## config.mk

```make
export PLATFORM = sky130hd
export DESIGN_NAME = lcd_pattern_gen_flat
export DESIGN_NICKNAME = d
export VERILOG_FILES = /design/src/rtl/lcd_patgen_pkg.sv /design/src/rtl/lcd_patgen_if.sv /design/src/rtl/lcd_patgen_xy.sv /design/src/rtl/lcd_pattern_gen.sv /design/src/flat_wrapper.sv
export SDC_FILE = /design/constraint.sdc
export NUM_CORES = 1
export LEC_CHECK = 0
export CAP_MARGIN = 20
export CORE_UTILIZATION = 41
export DETAILED_ROUTE_END_ITERATION = 12
export PLACE_DENSITY_LB_ADDON = 0.05
export RECOVER_POWER = 50
export SKIP_CTS_REPAIR_TIMING = 1
export SYNTH_ARGS = -nofsm -noshare
export SYNTH_HDL_FRONTEND = slang
export SYNTH_SLANG_ARGS = --single-unit
```

## constraint.sdc

```tcl
create_clock -name clk_50m -period 4.7 [get_ports clk_50m]
set_input_delay 1.41 -clock clk_50m [delete_from_list [all_inputs] [get_ports clk_50m]]
set_output_delay 1.41 -clock clk_50m [all_outputs]
set_load 0.02 [all_outputs]
```

## src/rtl/lcd_patgen_pkg.sv

```systemverilog
// Shared types, colour constants and pixel helpers for the LCD test-pattern writer.
package lcd_patgen_pkg;

    typedef enum logic [1:0] {
        MODE_SOLID   = 2'd0,
        MODE_BARS    = 2'd1,
        MODE_RAMP    = 2'd2,
        MODE_CHECKER = 2'd3
    } mode_e;

    typedef enum logic [1:0] {
        ST_IDLE,
        ST_ACTIVE,
        ST_GAP
    } state_e;

    localparam logic [23:0] BLACK   = 24'h000000;
    localparam logic [23:0] WHITE   = 24'hFFFFFF;
    localparam logic [23:0] RED     = 24'hFF0000;
    localparam logic [23:0] GREEN   = 24'h00FF00;
    localparam logic [23:0] BLUE    = 24'h0000FF;
    localparam logic [23:0] YELLOW  = 24'hFFFF00;
    localparam logic [23:0] CYAN    = 24'h00FFFF;
    localparam logic [23:0] MAGENTA = 24'hFF00FF;

    function automatic logic [23:0] bar_color(input logic [2:0] idx);
        case (idx)
            3'd0:    return WHITE;
            3'd1:    return YELLOW;
            3'd2:    return CYAN;
            3'd3:    return GREEN;
            3'd4:    return MAGENTA;
            3'd5:    return RED;
            3'd6:    return BLUE;
            default: return BLACK;
        endcase
    endfunction

    function automatic logic [23:0] solid_color(input logic [1:0] idx);
        case (idx)
            2'd0:    return BLACK;
            2'd1:    return RED;
            2'd2:    return BLUE;
            default: return GREEN;
        endcase
    endfunction

    // RGB565 sits in the low 16 bits; RGB888 passes through unchanged.
    function automatic logic [23:0] pack_pixel(input logic [23:0] rgb, input int unsigned pix_w);
        if (pix_w == 16)
            return {8'h00, rgb[23:19], rgb[15:10], rgb[7:3]};
        return rgb;
    endfunction

endpackage

```

## src/rtl/lcd_patgen_if.sv

```systemverilog
// FIFO write-port bundle between the pattern writer (master) and SDRAM write FIFO (slave).
interface lcd_patgen_if #(
    parameter int PIX_W = 16
);
    logic             wr_en;
    logic [PIX_W-1:0] wr_data;
    logic             wr_full;

    modport master (output wr_en, output wr_data, input wr_full);
    modport slave  (input wr_en, input wr_data, output wr_full);
endinterface

```

## src/rtl/lcd_patgen_xy.sv

```systemverilog
// Pixel position counters that advance only on accepted writes, plus bar index and
// checkerboard/first/last-pixel flags derived from the position.
module lcd_patgen_xy
    import lcd_patgen_pkg::*;
#(
    parameter int H_DISP    = 800,
    parameter int V_DISP    = 480,
    parameter int CHK_SHIFT = 5
) (
    input  logic       clk_50m,
    input  logic       rst,
    input  logic       clear,
    input  logic       advance,
    output logic [7:0] x_lo,
    output logic [2:0] bar_idx,
    output logic       chk_on,
    output logic       first_pixel,
    output logic       last_pixel
);
    localparam int          BAR_W     = H_DISP / 8;
    localparam logic [2:0]  BAR_START = (BAR_W == 0) ? 3'd7 : 3'd0;
    localparam logic [15:0] BAR_LAST  = 16'((BAR_W == 0) ? 0 : BAR_W - 1);
    localparam logic [15:0] X_LAST    = 16'(H_DISP - 1);
    localparam logic [15:0] Y_LAST    = 16'(V_DISP - 1);

    logic [15:0] x, y, bar_cnt;

    // Bar index tracks x with a sub-counter; bar 7 absorbs any remainder pixels.
    always_ff @(posedge clk_50m) begin
        if (rst || clear) begin
            x       <= '0;
            y       <= '0;
            bar_cnt <= '0;
            bar_idx <= BAR_START;
        end else if (advance) begin
            if (x == X_LAST) begin
                x       <= '0;
                y       <= (y == Y_LAST) ? '0 : y + 16'd1;
                bar_cnt <= '0;
                bar_idx <= BAR_START;
            end else begin
                x <= x + 16'd1;
                if (bar_idx != 3'd7 && bar_cnt == BAR_LAST) begin
                    bar_cnt <= '0;
                    bar_idx <= bar_idx + 3'd1;
                end else begin
                    bar_cnt <= bar_cnt + 16'd1;
                end
            end
        end
    end

    assign x_lo        = x[7:0];
    assign chk_on      = x[CHK_SHIFT] ^ y[CHK_SHIFT];
    assign first_pixel = (x == '0) && (y == '0);
    assign last_pixel  = (x == X_LAST) && (y == Y_LAST);
endmodule

```

## src/rtl/lcd_pattern_gen.sv

```systemverilog
// Test-pattern frame writer feeding the SDRAM write FIFO with back-pressure.
// Define LCD_PATGEN_CHECKER_EN to give mode 3 a checkerboard; otherwise mode 3 = solid.
module lcd_pattern_gen
    import lcd_patgen_pkg::*;
#(
    parameter int H_DISP           = 800,
    parameter int V_DISP           = 480,
    parameter int PIX_W            = 16,
    parameter int GAP_CYCLES       = 16,
    parameter int FRAMES_PER_COLOR = 200,
    parameter int CHK_SHIFT        = 5
) (
    input  logic          clk_50m,
    input  logic          rst,
    input  logic          sdram_init_done,
    input  logic [1:0]    mode,
    lcd_patgen_if.master  wr_if,
    output logic          frame_start,
    output logic          frame_done,
    output logic          busy
);
    localparam logic [15:0] GAP_LAST   = 16'(GAP_CYCLES - 1);
    localparam logic [15:0] FRAME_LAST = 16'(FRAMES_PER_COLOR - 1);

    state_e      state, state_n;
    mode_e       mode_q;
    logic [15:0] gap_cnt, frame_cnt;
    logic [1:0]  color_idx;
    logic        wr_en;
    logic [7:0]  x_lo;
    logic [2:0]  bar_idx;
    logic        chk_on, first_pixel, last_pixel;
    logic [23:0] pix24;

    lcd_patgen_xy #(
        .H_DISP    (H_DISP),
        .V_DISP    (V_DISP),
        .CHK_SHIFT (CHK_SHIFT)
    ) u_xy (
        .clk_50m     (clk_50m),
        .rst         (rst),
        .clear       (state != ST_ACTIVE),
        .advance     (wr_en),
        .x_lo        (x_lo),
        .bar_idx     (bar_idx),
        .chk_on      (chk_on),
        .first_pixel (first_pixel),
        .last_pixel  (last_pixel)
    );

    always_ff @(posedge clk_50m) begin
        if (rst) begin
            state     <= ST_IDLE;
            mode_q    <= MODE_SOLID;
            gap_cnt   <= '0;
            frame_cnt <= '0;
            color_idx <= '0;
        end else begin
            state   <= state_n;
            gap_cnt <= (state == ST_GAP) ? gap_cnt + 16'd1 : '0;
            if (state != ST_ACTIVE && state_n == ST_ACTIVE)
                mode_q <= mode_e'(mode);
            if (frame_done) begin
                if (frame_cnt == FRAME_LAST) begin
                    frame_cnt <= '0;
                    color_idx <= color_idx + 2'd1;
                end else begin
                    frame_cnt <= frame_cnt + 16'd1;
                end
            end
        end
    end

    always_comb begin
        state_n = state;
        wr_en   = 1'b0;
        case (state)
            ST_IDLE:   if (sdram_init_done) state_n = ST_ACTIVE;
            ST_ACTIVE: begin
                wr_en = !wr_if.wr_full;
                if (wr_en && last_pixel) state_n = ST_GAP;
            end
            ST_GAP:    if (gap_cnt == GAP_LAST)
                           state_n = sdram_init_done ? ST_ACTIVE : ST_IDLE;
            default:   state_n = ST_IDLE;
        endcase
    end

    always_comb begin
        pix24 = BLACK;
        case (mode_q)
            MODE_SOLID:   pix24 = solid_color(color_idx);
            MODE_BARS:    pix24 = bar_color(bar_idx);
            MODE_RAMP:    pix24 = {3{x_lo}};
`ifdef LCD_PATGEN_CHECKER_EN
            MODE_CHECKER: pix24 = chk_on ? WHITE : BLACK;
`else
            MODE_CHECKER: pix24 = solid_color(color_idx);
`endif
            default:      pix24 = BLACK;
        endcase
    end

`ifndef LCD_PATGEN_CHECKER_EN
    logic chk_unused;
    assign chk_unused = chk_on;
`endif

    assign wr_if.wr_en   = wr_en;
    assign wr_if.wr_data = wr_en ? PIX_W'(pack_pixel(pix24, PIX_W)) : '0;
    assign frame_start   = wr_en && first_pixel;
    assign frame_done    = wr_en && last_pixel;
    assign busy          = (state != ST_IDLE);
endmodule
```

## src/flat_wrapper.sv

```systemverilog
// flat-port wrapper written by rule: the top's interface ports become plain ports
module lcd_pattern_gen_flat import lcd_patgen_pkg::*;
#(
    parameter int H_DISP           = 800,
    parameter int V_DISP           = 480,
    parameter int PIX_W            = 16,
    parameter int GAP_CYCLES       = 16,
    parameter int FRAMES_PER_COLOR = 200,
    parameter int CHK_SHIFT        = 5
)
  (clk_50m, rst, sdram_init_done, mode, frame_start, frame_done, busy, wr_if_wr_en, wr_if_wr_data, wr_if_wr_full);
  lcd_patgen_if #(.PIX_W(PIX_W)) wr_if_i ();
  input  logic clk_50m;
  input  logic rst;
  input  logic sdram_init_done;
  input  logic [1:0] mode;
  output logic frame_start;
  output logic frame_done;
  output logic busy;
  output wire logic [$bits(wr_if_i.wr_en)-1:0] wr_if_wr_en;
  output wire logic [$bits(wr_if_i.wr_data)-1:0] wr_if_wr_data;
  input wire logic [$bits(wr_if_i.wr_full)-1:0] wr_if_wr_full;
  assign wr_if_wr_en = wr_if_i.wr_en;
  assign wr_if_wr_data = wr_if_i.wr_data;
  assign wr_if_i.wr_full = wr_if_wr_full;
  lcd_pattern_gen #(.H_DISP(H_DISP), .V_DISP(V_DISP), .PIX_W(PIX_W), .GAP_CYCLES(GAP_CYCLES), .FRAMES_PER_COLOR(FRAMES_PER_COLOR), .CHK_SHIFT(CHK_SHIFT)) u_core (.clk_50m(clk_50m), .rst(rst), .sdram_init_done(sdram_init_done), .mode(mode), .wr_if(wr_if_i), .frame_start(frame_start), .frame_done(frame_done), .busy(busy));
endmodule
```

==> results of run 1 <==
-- logic make-up after synthesis --
group,after synthesis,share of synthesized area
adder cells (fa/ha/maj),18,0.0502
AO/OA/AOI/OAI,63,0.0759
buffers and inverters,44,0.0377
AND/OR/NAND/NOR,273,0.317
multiplexers,3,0.00669
flip-flops,89,0.397
XOR/XNOR,59,0.115
-- metal layers --
metal | up-vias | share of wire | track usage
met5 | - | 0 | 0
met3 | 9 | 0.031 | 0.0432
met1 | 1782 | 0.52 | 0.264
met2 | 51 | 0.44 | 0.293
met4 | 0 | 0.011 | 0.0646
li1 | 1974 | - | -
-- cells in the mapped netlist (all sizes together) --
| master | n |
|---|---|
| nor3b | 2 |
| xor2 | 22 |
| o211ai | 1 |
| a311oi | 1 |
| nor4b | 2 |
| and4 | 9 |
| a31oi | 2 |
| and3 | 9 |
| o31ai | 1 |
| nand3b | 1 |
| nand2b | 1 |
| nor4 | 21 |
| or2 | 5 |
| dfxtp | 89 |
| buf | 5 |
| nor3 | 15 |
| o41ai | 1 |
| nand2 | 45 |
| mux2i | 3 |
| o21ai | 15 |
| nand4 | 22 |
| a221oi | 1 |
| or3 | 12 |
| ha | 18 |
| or4b | 1 |
| inv | 25 |
| xnor2 | 37 |
| or3b | 4 |
| o22ai | 2 |
| nor2 | 79 |
| and2 | 5 |
| nor4bb | 1 |
| a2111oi | 1 |
| or4 | 9 |
| clkbuf | 14 |
| nand4b | 3 |
| nand3 | 27 |
| a21oi | 38 |
-- registers in the layout (all words and copies together), names as in the netlist --
signal               flops
u_core.color_idx         2
u_core.frame_cnt        16
u_core.gap_cnt          16
u_core.mode_q            2
u_core.state             2
u_core.u_xy.bar_cnt     16
u_core.u_xy.bar_idx      3
u_core.u_xy.x           16
u_core.u_xy.y           16
-- cell type report --
type | count | share of cell area
Multi-Input combinational cell | 416 | 0.495
Sequential cell | 89 | 0.348
Timing Repair Buffer | 36 | 0.0642
Tap cell | 136 | 0.0332
Clock buffer | 11 | 0.0295
Inverter | 25 | 0.0183
Clock inverter | 3 | 0.0127
-- through the flow --
stage | hold WS, ns | util
floorplan | 0.413 | -
global placement | 0.430 | 0.470
detailed placement | 0.438 | 0.470
CTS | 0.452 | 0.490
global route | 0.461 | 0.490
finish | 0.449 | 0.490
-- how the worst max path moves through the flow --
stage | from | endpoint | cells after the start
4_1_cts | wr_if_wr_full | frame_done | 7
3_3_place_gp | wr_if_wr_full | frame_done | 7
2_1_floorplan | wr_if_wr_full | frame_start | 6
5_1_grt | wr_if_wr_full | frame_done | 7
6_report | wr_if_wr_full | frame_done | 7
3_5_place_dp | wr_if_wr_full | frame_done | 7
-- critical path, delay by kind of cell --
family,cells,cell delay (ns)
buf+inv,4,0.83
simple gates,3,1.02
-- power breakdown --
| group | leakage [nW] | internal (mW) | switching [mW] | total (mW) |
|---|---|---|---|---|
| Combinational | 1.06 | 0.0246 | 0.0482 | 0.0728 |
| Sequential | 0.717 | 0.756 | 0.00360 | 0.760 |
| Clock | 0.111 | 0.322 | 0.265 | 0.587 |
==> impl_metrics.json, run 1 <==
{
  "tns_ns": 0,
  "power_density_nw_per_um2": 277,
  "core_um2": 10500,
  "reg2reg_from": "u_core.u_xy.y[0]",
  "max_freq_mhz": 214,
  "mostFrequentLayoutCell": "dfxtp_1",
  "drv_slew": 16,
  "arrival_ns": 3.26,
  "placed_cell_area_um2": 4910,
  "rows": 37,
  "critical_path.cell_chain": "clkdlybuf4s50_1 -> or3b_2 -> inv_1 -> nand4_1 -> or3_1 -> inv_1 -> clkbuf_2",
  "grt_pass1_wl_mm": 17.1,
  "vias": 3816,
  "worstPathMaxFanout": 2,
  "ys_seq_elements": 89,
  "slew_headroom": -0.0766,
  "crit_type": "input pin to primary output",
  "setup_ws_ns": 0.0270,
  "numClockSinks": 89,
  "drc": 0,
  "power.leakage_nw": 1.89,
  "reg2reg_slack_ns": 1.69,
  "antenna_left": 0,
  "peakVddDrop_uv": 173,
  "synth.distinct_cells": 46,
  "dieArea_um2": 11400,
  "track_usage": 0.191,
  "port_buffers": 25,
  "worstRegToRegCells": 7,
  "drt-vias-per-instance": 5.33,
  "syn_inst": 549,
  "dp.final_hpwl_mm": 7.31,
  "drt_iter0_markers": 215,
  "ctsRootBufferMaster": "clkbuf_8",
  "worstSetupEndpointType": "primary output",
  "min_path_type": "flip-flop to flip-flop",
  "start_util": 0.429,
  "synth_warnings": 0,
  "gp_congestion": 0.798,
  "diodes": 0,
  "worst_slew_pin_slew_ns": 1.60,
  "first_pass_iters": 4,
  "antenna_found_initial": 0,
  "htreeDepth": 3,
  "total_power_mw": 1.42,
  "cp_slowest_stage_delay_ns": 0.46,
  "finalCritPeriodShare": 0.994,
  "hp-start": "u_core.gap_cnt[0]",
  "hold-path-endpoint": "u_core.gap_cnt[0]",
  "yosysTopAreaCellShare": 0.397,
  "cp_slowest_cell": "or3b_2",
  "cts_buffer_depth": 2,
  "die_width_um": 107,
  "cts_buffers": 9,
  "finalHoldViolations": 0,
  "setup_viol": 0,
  "cp.required_ns": 3.29,
  "layout_common_cells": "89 x dfxtp_1, 79 x nor2_1, 45 x nand2_1, 38 x a21oi_1, 37 x xnor2_1",
  "nets": 601,
  "fin_crit_ns": 4.67,
  "ys_top_cells_by_area": "dfxtp_1 40%, xnor2_1 7.2%, nor2_1 6.6%",
  "multiInputGateArea_um2": 2530,
  "grt_start_max_net_pins": 20,
  "register_area_um2": 1780,
  "cap_violations": 1,
  "wirelength_mm": 10.2,
  "first_global_vias": 3579,
  "rsz0062_at_grt": "yes",
  "final_cells": 716,
  "r2r_end": "u_core.state[0]",
  "status": "complete, but fails checks",
  "worstSetupStartpointType": "input pin",
  "fill_cells": 1052,
  "syn_area_per_cell_um2": 8.17,
  "wire_per_inst_um": 14.2,
  "die-height_um": 107,
  "clkSlewWorstSetupHoldPaths_ns": 0.08,
  "io_pins": 26,
  "drive_gt1_frac": 0.0672,
  "violations": "capacitance limit, slew limit",
  "cpMostUsedCell": "inv_1",
  "clock_skew_ns": 0.00643,
  "ys_seq_area_frac": 0.397,
  "cts_tree": "built",
  "grt.overflow.total": 0,
  "syn2layout_area_growth_pct": 14.3,
  "holdPathStages": 1,
  "place_ws_ns": -0.392,
  "postLayoutCellArea_um2": 5130,
  "syn-num-nets": 573,
  "dp.cells": 702,
  "clkLatencyLatePin_ns": 0.36,
  "netlist.top_cell.by_area": "dfxtp_1",
  "syn_area_um2": 4490
}
No activity file was read; power rests on OpenSTA's default activity.
==> inputs of run 2 (changes only) <==
Settings changed: SETUP_SLACK_MARGIN from default to 0.4.
==> run 2 against run 1 <==
Compared with the run above:
- the run now ends clean
- non-clock buffer count increased by 1
- critical endpoint unchanged
- clock skew increased by 0.0091 ns
- sequential share of layout area increased by 0.64 points
- largest cell class unchanged
- power decreased by 6.8%
- combinational power about the same
==> impl_metrics.json, run 2 (synthesized netlist as in run 1, its figures left out) <==
{
  "core_um2": 10500,
  "holdPathStages": 1,
  "first_pass_iters": 4,
  "worstRegToRegCells": 6,
  "cp.required_ns": 3.29,
  "layout_common_cells": "89 x dfxtp_1, 79 x nor2_1, 44 x nand2_1, 38 x a21oi_1, 37 x xnor2_1",
  "clkSlewWorstSetupHoldPaths_ns": 0.08,
  "rows": 37,
  "finalHoldViolations": 0,
  "worstPathMaxFanout": 2,
  "max_freq_mhz": 231,
  "track_usage": 0.196,
  "fin_crit_ns": 4.32,
  "place_ws_ns": -0.383,
  "drt-vias-per-instance": 5.37,
  "clock_skew_ns": 0.0156,
  "antenna_left": 0,
  "min_path_type": "flip-flop to flip-flop",
  "ctsRootBufferMaster": "clkbuf_8",
  "slew_headroom": 0.376,
  "worstSetupStartpointType": "input pin",
  "power.leakage_nw": 1.70,
  "nets": 602,
  "port_buffers": 25,
  "clkLatencyLatePin_ns": 0.37,
  "total_power_mw": 1.32,
  "setup_ws_ns": 0.378,
  "first_global_vias": 3646,
  "cap_violations": 0,
  "syn2layout_area_growth_pct": 12.2,
  "dieArea_um2": 11400,
  "worst_slew_pin_slew_ns": 0.927,
  "rsz0062_at_grt": "no",
  "vias": 3860,
  "numClockSinks": 89,
  "grt.overflow.total": 0,
  "wire_per_inst_um": 14.2,
  "wirelength_mm": 10.2,
  "mostFrequentLayoutCell": "dfxtp_1",
  "start_util": 0.429,
  "cts_buffers": 9,
  "finalCritPeriodShare": 0.920,
  "setup_viol": 0,
  "worstSetupEndpointType": "primary output",
  "cp_slowest_cell": "or3b_1",
  "antenna_found_initial": 0,
  "crit_type": "input pin to primary output",
  "cts_tree": "built",
  "cp_slowest_stage_delay_ns": 0.39,
  "arrival_ns": 2.91,
  "critical_path.cell_chain": "clkdlybuf4s25_1 -> or3b_1 -> inv_1 -> nand4_1 -> or3_1 -> inv_2 -> buf_4",
  "drive_gt1_frac": 0.0840,
  "htreeDepth": 3,
  "die-height_um": 107,
  "power_density_nw_per_um2": 263,
  "cts_buffer_depth": 2,
  "diodes": 0,
  "drc": 0,
  "dp.final_hpwl_mm": 7.24,
  "final_cells": 719,
  "hold_slack_ns": 0.443,
  "drt_iter0_markers": 206,
  "dp.cells": 702,
  "io_pins": 26,
  "reg2reg_slack_ns": 1.53,
  "grt_pass1_wl_mm": 17.8,
  "die_width_um": 107,
  "grt_start_max_net_pins": 20,
  "drv_slew": 0,
  "fill_cells": 1091,
  "status": "finished clean",
  "peakVddDrop_uv": 141,
  "fin_util": 0.481,
  "gp_congestion": 0.774
}
-- run 2: cell count changes in the layout (fill, tap and decap cells not counted), moves of 2 or more --
cell            delta
dlymetal6s2s_1     -9
buf_6              +2
clkbuf_1           +4
bufinv_16          -2
clkbuf_2           +9
-- run 2: path summary, 6_finish.rpt --
kind                          start           endpoint
hold reg to reg   u_core.gap_cnt[0]  u_core.gap_cnt[0]
setup / recovery      wr_if_wr_full         frame_done
hold / removal    u_core.gap_cnt[0]  u_core.gap_cnt[0]
setup reg to reg   u_core.u_xy.y[5]    u_core.state[0]
-- run 2: layout make-up --
| cell class | instances | area [µm²] | share of cell area |
|---|---|---|---|
| Timing Repair Buffer | 37 | 270 | 0.0537 |
| Tap cell | 136 | 170 | 0.0338 |
| Sequential cell | 89 | 1780 | 0.354 |
| Multi-Input combinational cell | 416 | 2540 | 0.505 |
| Clock buffer | 14 | 163 | 0.0323 |
| Clock inverter | 2 | 12.5 | 0.00249 |
| Inverter | 25 | 93.8 | 0.0186 |
-- run 2: worst max-delay path, delay by kind of cell --
family,cells,cell delay (ns)
and+or+nand+nor,3,0.92
buffers and inverters,4,0.58
-- run 2: per-stage QoR --
stage / cell area, µm² / setup TNS [ns]
2_1_floorplan: 4490 / 0
3_3_place_gp: 4920 / -4.52
3_5_place_dp: 4920 / -5.06
4_1_cts: 5090 / -5.25
5_1_grt: 5030 / 0
6_report: 5030 / 0
-- run 2: power by group --
group	switching (mW)	leakage (nW)	internal, mW
combinational	0.0488	0.900	0.0242
clock	0.269	0.0867	0.221
sequential	0.00330	0.717	0.756
total	0.321	1.70	1.00
-- run 2: metal layers --
metal  track usage  wire [µm]  vias up
li1              -          -     1980
met5             0          0        -
met1         0.272       5150     1827
met2         0.300       4670       46
met4        0.0499         91        0
met3        0.0505        326        7
